$ cat config.mk
export PLATFORM = sky130hd
export DESIGN_NAME = pmcc_code_ram_arbiter_flat
export DESIGN_NICKNAME = d
export VERILOG_FILES = /design/src/rtl/pmcc_code_ram_arbiter_if.sv /design/src/rtl/pmcc_code_ram_arbiter.sv /design/src/flat_wrapper.sv
export SDC_FILE = /design/constraint.sdc
export NUM_CORES = 1
export LEC_CHECK = 0
export CAP_MARGIN = 30
export CORE_AREA = 2 2 121 123
export DETAILED_ROUTE_END_ITERATION = 12
export DIE_AREA = 0 0 123 125
export PLACE_DENSITY = 0.54
export SLEW_MARGIN = 10
export SYNTH_ARGS = -nofsm -noshare
export SYNTH_HDL_FRONTEND = slang
export SYNTH_HIERARCHICAL = 1
export SYNTH_SLANG_ARGS = --single-unit
export TNS_END_PERCENT = 100
$ cat constraint.sdc
create_clock -name clk -period 4.5 [get_ports clk]
set_input_delay 0.9 -clock clk [delete_from_list [all_inputs] [get_ports clk]]
set_output_delay 0.9 -clock clk [all_outputs]
set_load 0.02 [all_outputs]
$ cat src/rtl/pmcc_code_ram_arbiter_if.sv
// Bus bundle for the PMC code RAM data-port arbiter: two master request
// channels, the write-lock control and the code RAM slave channel.
interface pmcc_code_ram_arbiter_if;
  logic        m1_wr_lock;

  logic        m0_req,    m1_req;
  logic        m0_we,     m1_we;
  logic [3:0]  m0_be,     m1_be;
  logic [31:0] m0_addr,   m1_addr;
  logic [31:0] m0_wdata,  m1_wdata;
  logic        m0_gnt,    m1_gnt;
  logic        m0_rvalid, m1_rvalid;
  logic [31:0] m0_rdata,  m1_rdata;
  logic        m0_err,    m1_err;

  logic        s_req;
  logic        s_we;
  logic [3:0]  s_be;
  logic [31:0] s_addr;
  logic [31:0] s_wdata;
  logic        s_gnt;
  logic [31:0] s_rdata;

  // Arbiter side
  modport slave (
    input  m1_wr_lock,
    input  m0_req, m0_we, m0_be, m0_addr, m0_wdata,
    input  m1_req, m1_we, m1_be, m1_addr, m1_wdata,
    output m0_gnt, m0_rvalid, m0_rdata, m0_err,
    output m1_gnt, m1_rvalid, m1_rdata, m1_err,
    output s_req, s_we, s_be, s_addr, s_wdata,
    input  s_gnt, s_rdata
  );

  // Environment side: both masters plus the code RAM
  modport master (
    output m1_wr_lock,
    output m0_req, m0_we, m0_be, m0_addr, m0_wdata,
    output m1_req, m1_we, m1_be, m1_addr, m1_wdata,
    input  m0_gnt, m0_rvalid, m0_rdata, m0_err,
    input  m1_gnt, m1_rvalid, m1_rdata, m1_err,
    input  s_req, s_we, s_be, s_addr, s_wdata,
    output s_gnt, s_rdata
  );
endinterface

$ cat src/rtl/pmcc_code_ram_arbiter.sv
// Round-robin arbiter sharing the PMC code RAM data port between the host
// loader (master 0) and the PMC core data bus (master 1).

// Per-master response lane: only the owner of the registered transfer sees it.
module pmcc_cra_rsp_lane #(
  parameter int LANE = 0
) (
  input  logic        owner,
  input  logic        rvalid,
  input  logic        err,
  input  logic [31:0] rdata_in,
  output logic        rvalid_o,
  output logic        err_o,
  output logic [31:0] rdata_o
);
  localparam logic MY_ID = LANE[0];

  logic hit;

  assign hit      = rvalid & (owner == MY_ID);
  assign rvalid_o = hit;
  assign err_o    = hit & err;
  // Rejected transfers never touched the RAM, so their data is forced to zero
  assign rdata_o  = (hit & ~err) ? rdata_in : 32'h0;
endmodule

module pmcc_code_ram_arbiter #(
  parameter int unsigned DEPTH_WORDS = 1024,
  parameter logic [31:0] BASE_ADDR   = 32'h0
) (
  input  logic                    clk,
  input  logic                    rst_n,
  pmcc_code_ram_arbiter_if.slave  bus
);
  localparam int          NUM_M       = 2;
  localparam logic [31:0] RANGE_BYTES = 32'(DEPTH_WORDS) << 2;

  typedef struct packed {
    logic        we;
    logic [3:0]  be;
    logic [31:0] addr;
    logic [31:0] wdata;
  } pmcc_req_t;

  pmcc_req_t [NUM_M-1:0]        mreq;
  logic      [NUM_M-1:0]        req_vec;
  logic      [NUM_M-1:0]        gnt_vec;
  logic      [NUM_M-1:0]        rvalid_vec;
  logic      [NUM_M-1:0]        err_vec;
  logic      [NUM_M-1:0][31:0]  rdata_vec;

  pmcc_req_t   cur;
  logic        any_req;
  logic        sel;
  logic [31:0] offset;
  logic        out_of_range;
  logic        locked;
  logic        rejected;
  logic        grant;

  logic owner_q,  owner_d;
  logic last_q,   last_d;
  logic rvalid_q, rvalid_d;
  logic err_q,    err_d;

  assign req_vec = {bus.m1_req, bus.m0_req};
  assign mreq[0] = '{we: bus.m0_we, be: bus.m0_be, addr: bus.m0_addr, wdata: bus.m0_wdata};
  assign mreq[1] = '{we: bus.m1_we, be: bus.m1_be, addr: bus.m1_addr, wdata: bus.m1_wdata};
  assign any_req = |req_vec;

  // Under contention the master that did not win last time goes next
  always_comb begin
    sel = 1'b0;
    if (req_vec == 2'b10)      sel = 1'b1;
    else if (req_vec == 2'b11) sel = ~last_q;
  end

  always_comb begin
    cur          = mreq[sel];
    offset       = cur.addr - BASE_ADDR;
    out_of_range = (offset >= RANGE_BYTES);
    locked       = sel & cur.we & bus.m1_wr_lock;
    rejected     = any_req & (out_of_range | locked);
    // Rejected requests complete locally without waiting for the RAM
    grant        = any_req & (bus.s_gnt | rejected);
  end

  always_comb begin
    gnt_vec = '0;
    if (grant) gnt_vec[sel] = 1'b1;
  end

  assign bus.m0_gnt  = gnt_vec[0];
  assign bus.m1_gnt  = gnt_vec[1];

  assign bus.s_req   = any_req & ~rejected;
  assign bus.s_we    = cur.we;
  assign bus.s_be    = cur.be;
  assign bus.s_addr  = offset & ~32'h3;
  assign bus.s_wdata = cur.wdata;

  always_comb begin
    owner_d  = owner_q;
    last_d   = last_q;
    rvalid_d = 1'b0;
    err_d    = err_q;
    if (grant) begin
      owner_d  = sel;
      last_d   = sel;
      rvalid_d = 1'b1;
      err_d    = rejected;
    end
  end

  // last_q resets to 1 so master 0 wins the first contention
  always_ff @(posedge clk) begin
    if (!rst_n) begin
      owner_q  <= 1'b0;
      last_q   <= 1'b1;
      rvalid_q <= 1'b0;
      err_q    <= 1'b0;
    end else begin
      owner_q  <= owner_d;
      last_q   <= last_d;
      rvalid_q <= rvalid_d;
      err_q    <= err_d;
    end
  end

  for (genvar g = 0; g < NUM_M; g++) begin : g_lane
    pmcc_cra_rsp_lane #(.LANE(g)) u_lane (
      .owner    (owner_q),
      .rvalid   (rvalid_q),
      .err      (err_q),
      .rdata_in (bus.s_rdata),
      .rvalid_o (rvalid_vec[g]),
      .err_o    (err_vec[g]),
      .rdata_o  (rdata_vec[g])
    );
  end

  assign bus.m0_rvalid = rvalid_vec[0];
  assign bus.m1_rvalid = rvalid_vec[1];
  assign bus.m0_err    = err_vec[0];
  assign bus.m1_err    = err_vec[1];
  assign bus.m0_rdata  = rdata_vec[0];
  assign bus.m1_rdata  = rdata_vec[1];
endmodule

$ cat src/flat_wrapper.sv
// flat-port wrapper written by rule: the top's interface ports become plain ports
module pmcc_code_ram_arbiter_flat 
#(
  parameter int unsigned DEPTH_WORDS = 1024,
  parameter logic [31:0] BASE_ADDR   = 32'h0
)
  (clk, rst_n, bus_m1_wr_lock, bus_m0_req, bus_m0_we, bus_m0_be, bus_m0_addr, bus_m0_wdata, bus_m1_req, bus_m1_we, bus_m1_be, bus_m1_addr, bus_m1_wdata, bus_m0_gnt, bus_m0_rvalid, bus_m0_rdata, bus_m0_err, bus_m1_gnt, bus_m1_rvalid, bus_m1_rdata, bus_m1_err, bus_s_req, bus_s_we, bus_s_be, bus_s_addr, bus_s_wdata, bus_s_gnt, bus_s_rdata);
  pmcc_code_ram_arbiter_if bus_i ();
  input  logic clk;
  input  logic rst_n;
  input wire logic [$bits(bus_i.m1_wr_lock)-1:0] bus_m1_wr_lock;
  input wire logic [$bits(bus_i.m0_req)-1:0] bus_m0_req;
  input wire logic [$bits(bus_i.m0_we)-1:0] bus_m0_we;
  input wire logic [$bits(bus_i.m0_be)-1:0] bus_m0_be;
  input wire logic [$bits(bus_i.m0_addr)-1:0] bus_m0_addr;
  input wire logic [$bits(bus_i.m0_wdata)-1:0] bus_m0_wdata;
  input wire logic [$bits(bus_i.m1_req)-1:0] bus_m1_req;
  input wire logic [$bits(bus_i.m1_we)-1:0] bus_m1_we;
  input wire logic [$bits(bus_i.m1_be)-1:0] bus_m1_be;
  input wire logic [$bits(bus_i.m1_addr)-1:0] bus_m1_addr;
  input wire logic [$bits(bus_i.m1_wdata)-1:0] bus_m1_wdata;
  output wire logic [$bits(bus_i.m0_gnt)-1:0] bus_m0_gnt;
  output wire logic [$bits(bus_i.m0_rvalid)-1:0] bus_m0_rvalid;
  output wire logic [$bits(bus_i.m0_rdata)-1:0] bus_m0_rdata;
  output wire logic [$bits(bus_i.m0_err)-1:0] bus_m0_err;
  output wire logic [$bits(bus_i.m1_gnt)-1:0] bus_m1_gnt;
  output wire logic [$bits(bus_i.m1_rvalid)-1:0] bus_m1_rvalid;
  output wire logic [$bits(bus_i.m1_rdata)-1:0] bus_m1_rdata;
  output wire logic [$bits(bus_i.m1_err)-1:0] bus_m1_err;
  output wire logic [$bits(bus_i.s_req)-1:0] bus_s_req;
  output wire logic [$bits(bus_i.s_we)-1:0] bus_s_we;
  output wire logic [$bits(bus_i.s_be)-1:0] bus_s_be;
  output wire logic [$bits(bus_i.s_addr)-1:0] bus_s_addr;
  output wire logic [$bits(bus_i.s_wdata)-1:0] bus_s_wdata;
  input wire logic [$bits(bus_i.s_gnt)-1:0] bus_s_gnt;
  input wire logic [$bits(bus_i.s_rdata)-1:0] bus_s_rdata;
  assign bus_i.m1_wr_lock = bus_m1_wr_lock;
  assign bus_i.m0_req = bus_m0_req;
  assign bus_i.m0_we = bus_m0_we;
  assign bus_i.m0_be = bus_m0_be;
  assign bus_i.m0_addr = bus_m0_addr;
  assign bus_i.m0_wdata = bus_m0_wdata;
  assign bus_i.m1_req = bus_m1_req;
  assign bus_i.m1_we = bus_m1_we;
  assign bus_i.m1_be = bus_m1_be;
  assign bus_i.m1_addr = bus_m1_addr;
  assign bus_i.m1_wdata = bus_m1_wdata;
  assign bus_m0_gnt = bus_i.m0_gnt;
  assign bus_m0_rvalid = bus_i.m0_rvalid;
  assign bus_m0_rdata = bus_i.m0_rdata;
  assign bus_m0_err = bus_i.m0_err;
  assign bus_m1_gnt = bus_i.m1_gnt;
  assign bus_m1_rvalid = bus_i.m1_rvalid;
  assign bus_m1_rdata = bus_i.m1_rdata;
  assign bus_m1_err = bus_i.m1_err;
  assign bus_s_req = bus_i.s_req;
  assign bus_s_we = bus_i.s_we;
  assign bus_s_be = bus_i.s_be;
  assign bus_s_addr = bus_i.s_addr;
  assign bus_s_wdata = bus_i.s_wdata;
  assign bus_i.s_gnt = bus_s_gnt;
  assign bus_i.s_rdata = bus_s_rdata;
  pmcc_code_ram_arbiter #(.DEPTH_WORDS(DEPTH_WORDS), .BASE_ADDR(BASE_ADDR)) u_core (.clk(clk), .rst_n(rst_n), .bus(bus_i));
endmodule
Word level (Yosys, flattened, before mapping)
Cells that the tools add are included.
{ "classes": {"magnitude_cmp": 3, "eq_ne": 2, "mux": 10, "n_bitwise": 17, "reduce_logical": 2} }
{ "ops": {"columns": ["operator", "n"], "rows": [
  ["2-to-1 mux 69 bit", 2],
  ["2-to-1 mux 32 bit", 2],
  ["greater-or-equal comparator 32 x 13 -> 1 bit (second input constant)", 1],
  ["bitwise AND 1 bit", 11],
  ["== test 2 bit (second input constant)", 2],
  ["2-to-1 mux 1 bit", 4],
  ["inverter 1 bit", 4],
  ["less-than comparator 1 x 2 -> 1 bit (second input constant)", 1],
  ["2-to-1 mux 2 bit", 1],
  ["OR 1 bit", 2],
  ["OR reduction 2 bit", 1],
  ["demux 1 bit (select 1 bit)", 1],
  ["greater-or-equal comparator 1 bit (second input constant)", 1],
  ["logical AND 1 bit", 1]
]} }
{ "word_totals": {"ff_bits": 4, "inputBits": 176, "out_inout_bits": 140} }

Longest topological paths before layout
{ "logic_depth": {"word_depth": 12, "depth_mapped": 7, "ltp_nobuf": 5} }

Hierarchy
Netlist, hierarchy kept.
{ "by_module_without_submodules": {"columns": ["mod", "instances", "cells_per_inst", "area_per_inst_um2"], "rows": [
  ["pmcc_code_ram_arbiter", 1, 116, 1198.6],
  ["pmcc_cra_rsp_lane (u_core.g_lane[0].u_lane)", 1, 43, 429.2],
  ["pmcc_cra_rsp_lane (u_core.g_lane[1].u_lane)", 1, 43, 414.1]
]} }

Worst setup path after synthesis
OpenSTA, ideal clock, no wires.
{ "synth_path": {"path_kind": "input-to-output", "start": "in bus_m1_req", "end": "out bus_m0_gnt", "t_arrival_ns": 1.964, "path_slack_ns": 1.636, "cell_stages": 5, "path_buffers": 1, "path_cell_list": "a21boi_1 -> buf_6 -> nand4b_4 -> o32ai_4 -> nor3_1"} }
{ "synth_between": {"elab_chain_len": 12} }
{ "synth_lines": {"columns": ["item", "line", "source"], "rows": [
  ["start, declared", "flat_wrapper.sv:17", "input wire logic [$bits(bus_i.m1_req)-1:0] bus_m1_req;"],
  ["parallel branches: the longest is 11 deep, another holds greater-or-equal comparator 32 x 13 -> 1 bit", null, null],
  ["2-to-1 mux 2 bit (*)", "pmcc_code_ram_arbiter.sv:90", "if (grant) gnt_vec[sel] = 1'b1;"],
  ["end, declared", "flat_wrapper.sv:22", "output wire logic [$bits(bus_i.m0_gnt)-1:0] bus_m0_gnt;"]
]} }
Every way passes the cells marked *. The select of a mux whose other input is x is not followed.

Worst setup path after layout
{ "layout_path": {"start": "in bus_m1_req", "end": "out bus_s_wdata[14]"} }
{ "layout_between": {"elab_chain_len": 5} }
{ "layout_lines": {"columns": ["item", "line", "source"], "rows": [
  ["== test 2 bit", "pmcc_code_ram_arbiter.sv:75", "else if (req_vec == 2'b11) sel = ~last_q;"],
  ["2-to-1 mux 1 bit", "pmcc_code_ram_arbiter.sv:75", null],
  ["2-to-1 mux 1 bit (*)", "pmcc_code_ram_arbiter.sv:74", "if (req_vec == 2'b10) sel = 1'b1;"],
  ["2-to-1 mux 69 bit (not written as such) (*) (2 in a row)", "pmcc_code_ram_arbiter.sv:79", "cur = mreq[sel];"],
  ["end, declared", "flat_wrapper.sv:34", "output wire logic [$bits(bus_i.s_wdata)-1:0] bus_s_wdata;"]
]} }
Mark *: on every way between the ends. The rest lies on a longest branch, timed or not. The select of a mux whose other input is x is not followed.

==> qor.yml <==
yosysTopAreaCellShare_pct: 36.95
ys_warn_count: 6
fmax_mhz: 252.1
utilization_pct: 37.61
synth_ff_type: "dfxtp_1"
path_clk_slew_ns: 0.03
drive_gt1_share_pct: 21.86
n_fill_cell: 1419
antenna_cells: 0
grt_max_degree: 70
hold_class: "reg -> reg"
syn_inst: 202
rows: 44
vias_per_cell: 4.288
syn_avg_cell_area_um2: 10.11
synth-seq-area-share_pct: 3.922
setup_tns_ns: 0
slew_headroom_pct: 62.49
port-buffer-count: 309
syn-cell-area_um2: 2042
worstSkewPairLatency_ns: 0.22
hpwl_mm: 9.748
fin_ws_ns: 0.5341
postCtsSetupBuffers: 0
synthXorXnorAreaFrac_pct: 0
peakVddDrop_mv: 0.08269
yosysMostFrequentCell: "mux2_2"
cp.arrival_ns: 3.07
r2r_start: "u_core/last_q"
synth_area_leaders: "mux2_2, and4b_1, and4bb_2"
finalSetupViolations: 0
power_density_nw_per_um2: 139.9
num_vias: 2907
yosys-top-cells-count: "mux2_2, and4b_1, and4bb_2, nor4bb_1, buf_2"
grt_pass1_vias: 3035
track_usage_pct: 13.90
period_minus_slack_ns: 3.966
die-height_um: 125
gr-total-overflow: 0
routed_wl_mm: 11.35
start_kind: "input pin"
initial_utilization_pct: 14.38
ctsLongestPathBuffers: 2
htree_levels: 1
cp-end-kind: "output pin"
synth-seq-cells: 4
drtIter0Drc: 30
cp_data_required_time_ns: 3.60
p_leak_uw: 0.001967
core_um2: 14200
postRouteAntennaNets: 0
dieWidth_um: 123
synth_mux_area_share_pct: 36.95
cts.sinks: 4
ys_types: 36
rrSetupSlack_ns: 3.08
period_share_pct: 88.13
synth_edf_count: 0
worstSetupStartpoint: "bus_m1_req"
worstRegToRegCells: 5
dieArea_um2: 15380
synth_compound_area_share_pct: 4.044
status: "complete, no violations"
place_congestion: 0.8297
synthToLayoutAreaGrowth_pct: 161.6
nets: 672
placed_area_um2: 5228
drc_errors: 0
rsz0062_at_grt: "false"
maxCapViolCount: 0
yosys.area.top_type: "mux2_2"
async_flop_share_pct: 0
antenna_found_initial: 0
dp_worst_setup_slack_ns: 0.4964
yosys.area_share.simple_pct: 45.40
reg2reg_to: "u_core/last_q"
synth_top_family_by_area: "simple AND/OR/NAND/NOR gates"
report.final.slew_viol_count: 0
ctsHoldBuffers: 0
finalHoldViolCount: 0
cts-root-buf: "clkbuf_16"
tightest_slew_ns: 0.5574
final_area_um2: 5343
p_total_uw: 747.2
synth_fa_ha_area_share_pct: 0
wl_per_cell_um: 16.74
worstSetupEndpoint: "bus_s_wdata[14]"
cts_tree: "done"
grt_pass1_wl_mm: 16.86
dr.pass1.iters: 3
fin_skew_ns: 0.002188
critical_path_class: "in -> out"
boundaryPins: 316
crit_fanout: 24
cts_resized: 0
numCtsBuffers: 3
[state kept, by name, indices dropped and copies added (netlist names)]
| name | cells |
|---|---|
| u_core/rvalid_q | 1 |
| u_core/last_q | 1 |
| u_core/owner_q | 1 |
| u_core/err_q | 1 |
[how the worst min path moves through the flow]
stage	from	to	slack [ns]	cells after the start
2_1_floorplan	u_core/last_q	u_core/last_q	0.51	2
3_3_place_gp	u_core/last_q	u_core/last_q	0.56	2
3_5_place_dp	u_core/last_q	u_core/last_q	0.57	2
4_1_cts	u_core/last_q	u_core/last_q	0.58	2
5_1_grt	u_core/owner_q	u_core/owner_q	0.49	2
6_report	u_core/owner_q	u_core/owner_q	0.48	2
[cell type report]
class | count | area (µm²) | share of cell area [%]
Inverter | 1 | 3.754 | 0.07026
Sequential cell | 4 | 82.58 | 1.546
Clock buffer | 3 | 75.07 | 1.405
Multi-Input combinational cell | 170 | 1783 | 33.37
Tap cell | 184 | 230.2 | 4.309
Timing Repair Buffer | 316 | 3168 | 59.30
[where the power goes]
| group | switching (µW) | internal [µW] |
|---|---|---|
| Clock | 23.7 | 113 |
| Sequential | 2.29 | 38.7 |
| Combinational | 233 | 336 |
[worst max-delay path, cell delays in order]
cell and delay, ns:
clkdlybuf4s50_1 0.56, a21boi_4 0.29, buf_4 0.34, mux2_2 0.38, clkdlybuf4s50_1 0.58
[cells by family after synthesis]
| kind of cell | Yosys count |
|---|---|
| mux | 67 |
| other cells | 1 |
| compound gates | 8 |
| flops | 4 |
| simple gates | 93 |
| buf+inv | 29 |
[layer usage]
layer | global-route usage (%) | wire length (µm)
met4 | 4.479 | 261
met5 | 0 | 0
met1 | 12.93 | 3831
met3 | 4.471 | 1280
met2 | 27.72 | 5979
[stage by stage]
step | cells | hold WS (ns)
final | 678 | 0.4796
after global routing | 678 | 0.4864
after CTS | 676 | 0.5754
after detailed placement | 673 | 0.5699
after global placement | 673 | 0.5631
after floorplan | 203 | 0.5126
[placed cells by master (no fill, tap or decap), types with 2 or more instances in the layout]
master / n
buf_12: 2
and4bb_2: 16
clkdlybuf4s50_1: 308
clkbuf_16: 3
nand2_1: 5
dfxtp_1: 2
and2_1: 2
conb_1: 2
dfxtp_2: 2
and4b_2: 2
nor4_1: 7
nor4bb_1: 15
and4b_1: 30
buf_4: 6
nor4_4: 3
nor2b_2: 2
mux2_2: 67
Power figures use the tool's default switching activity.
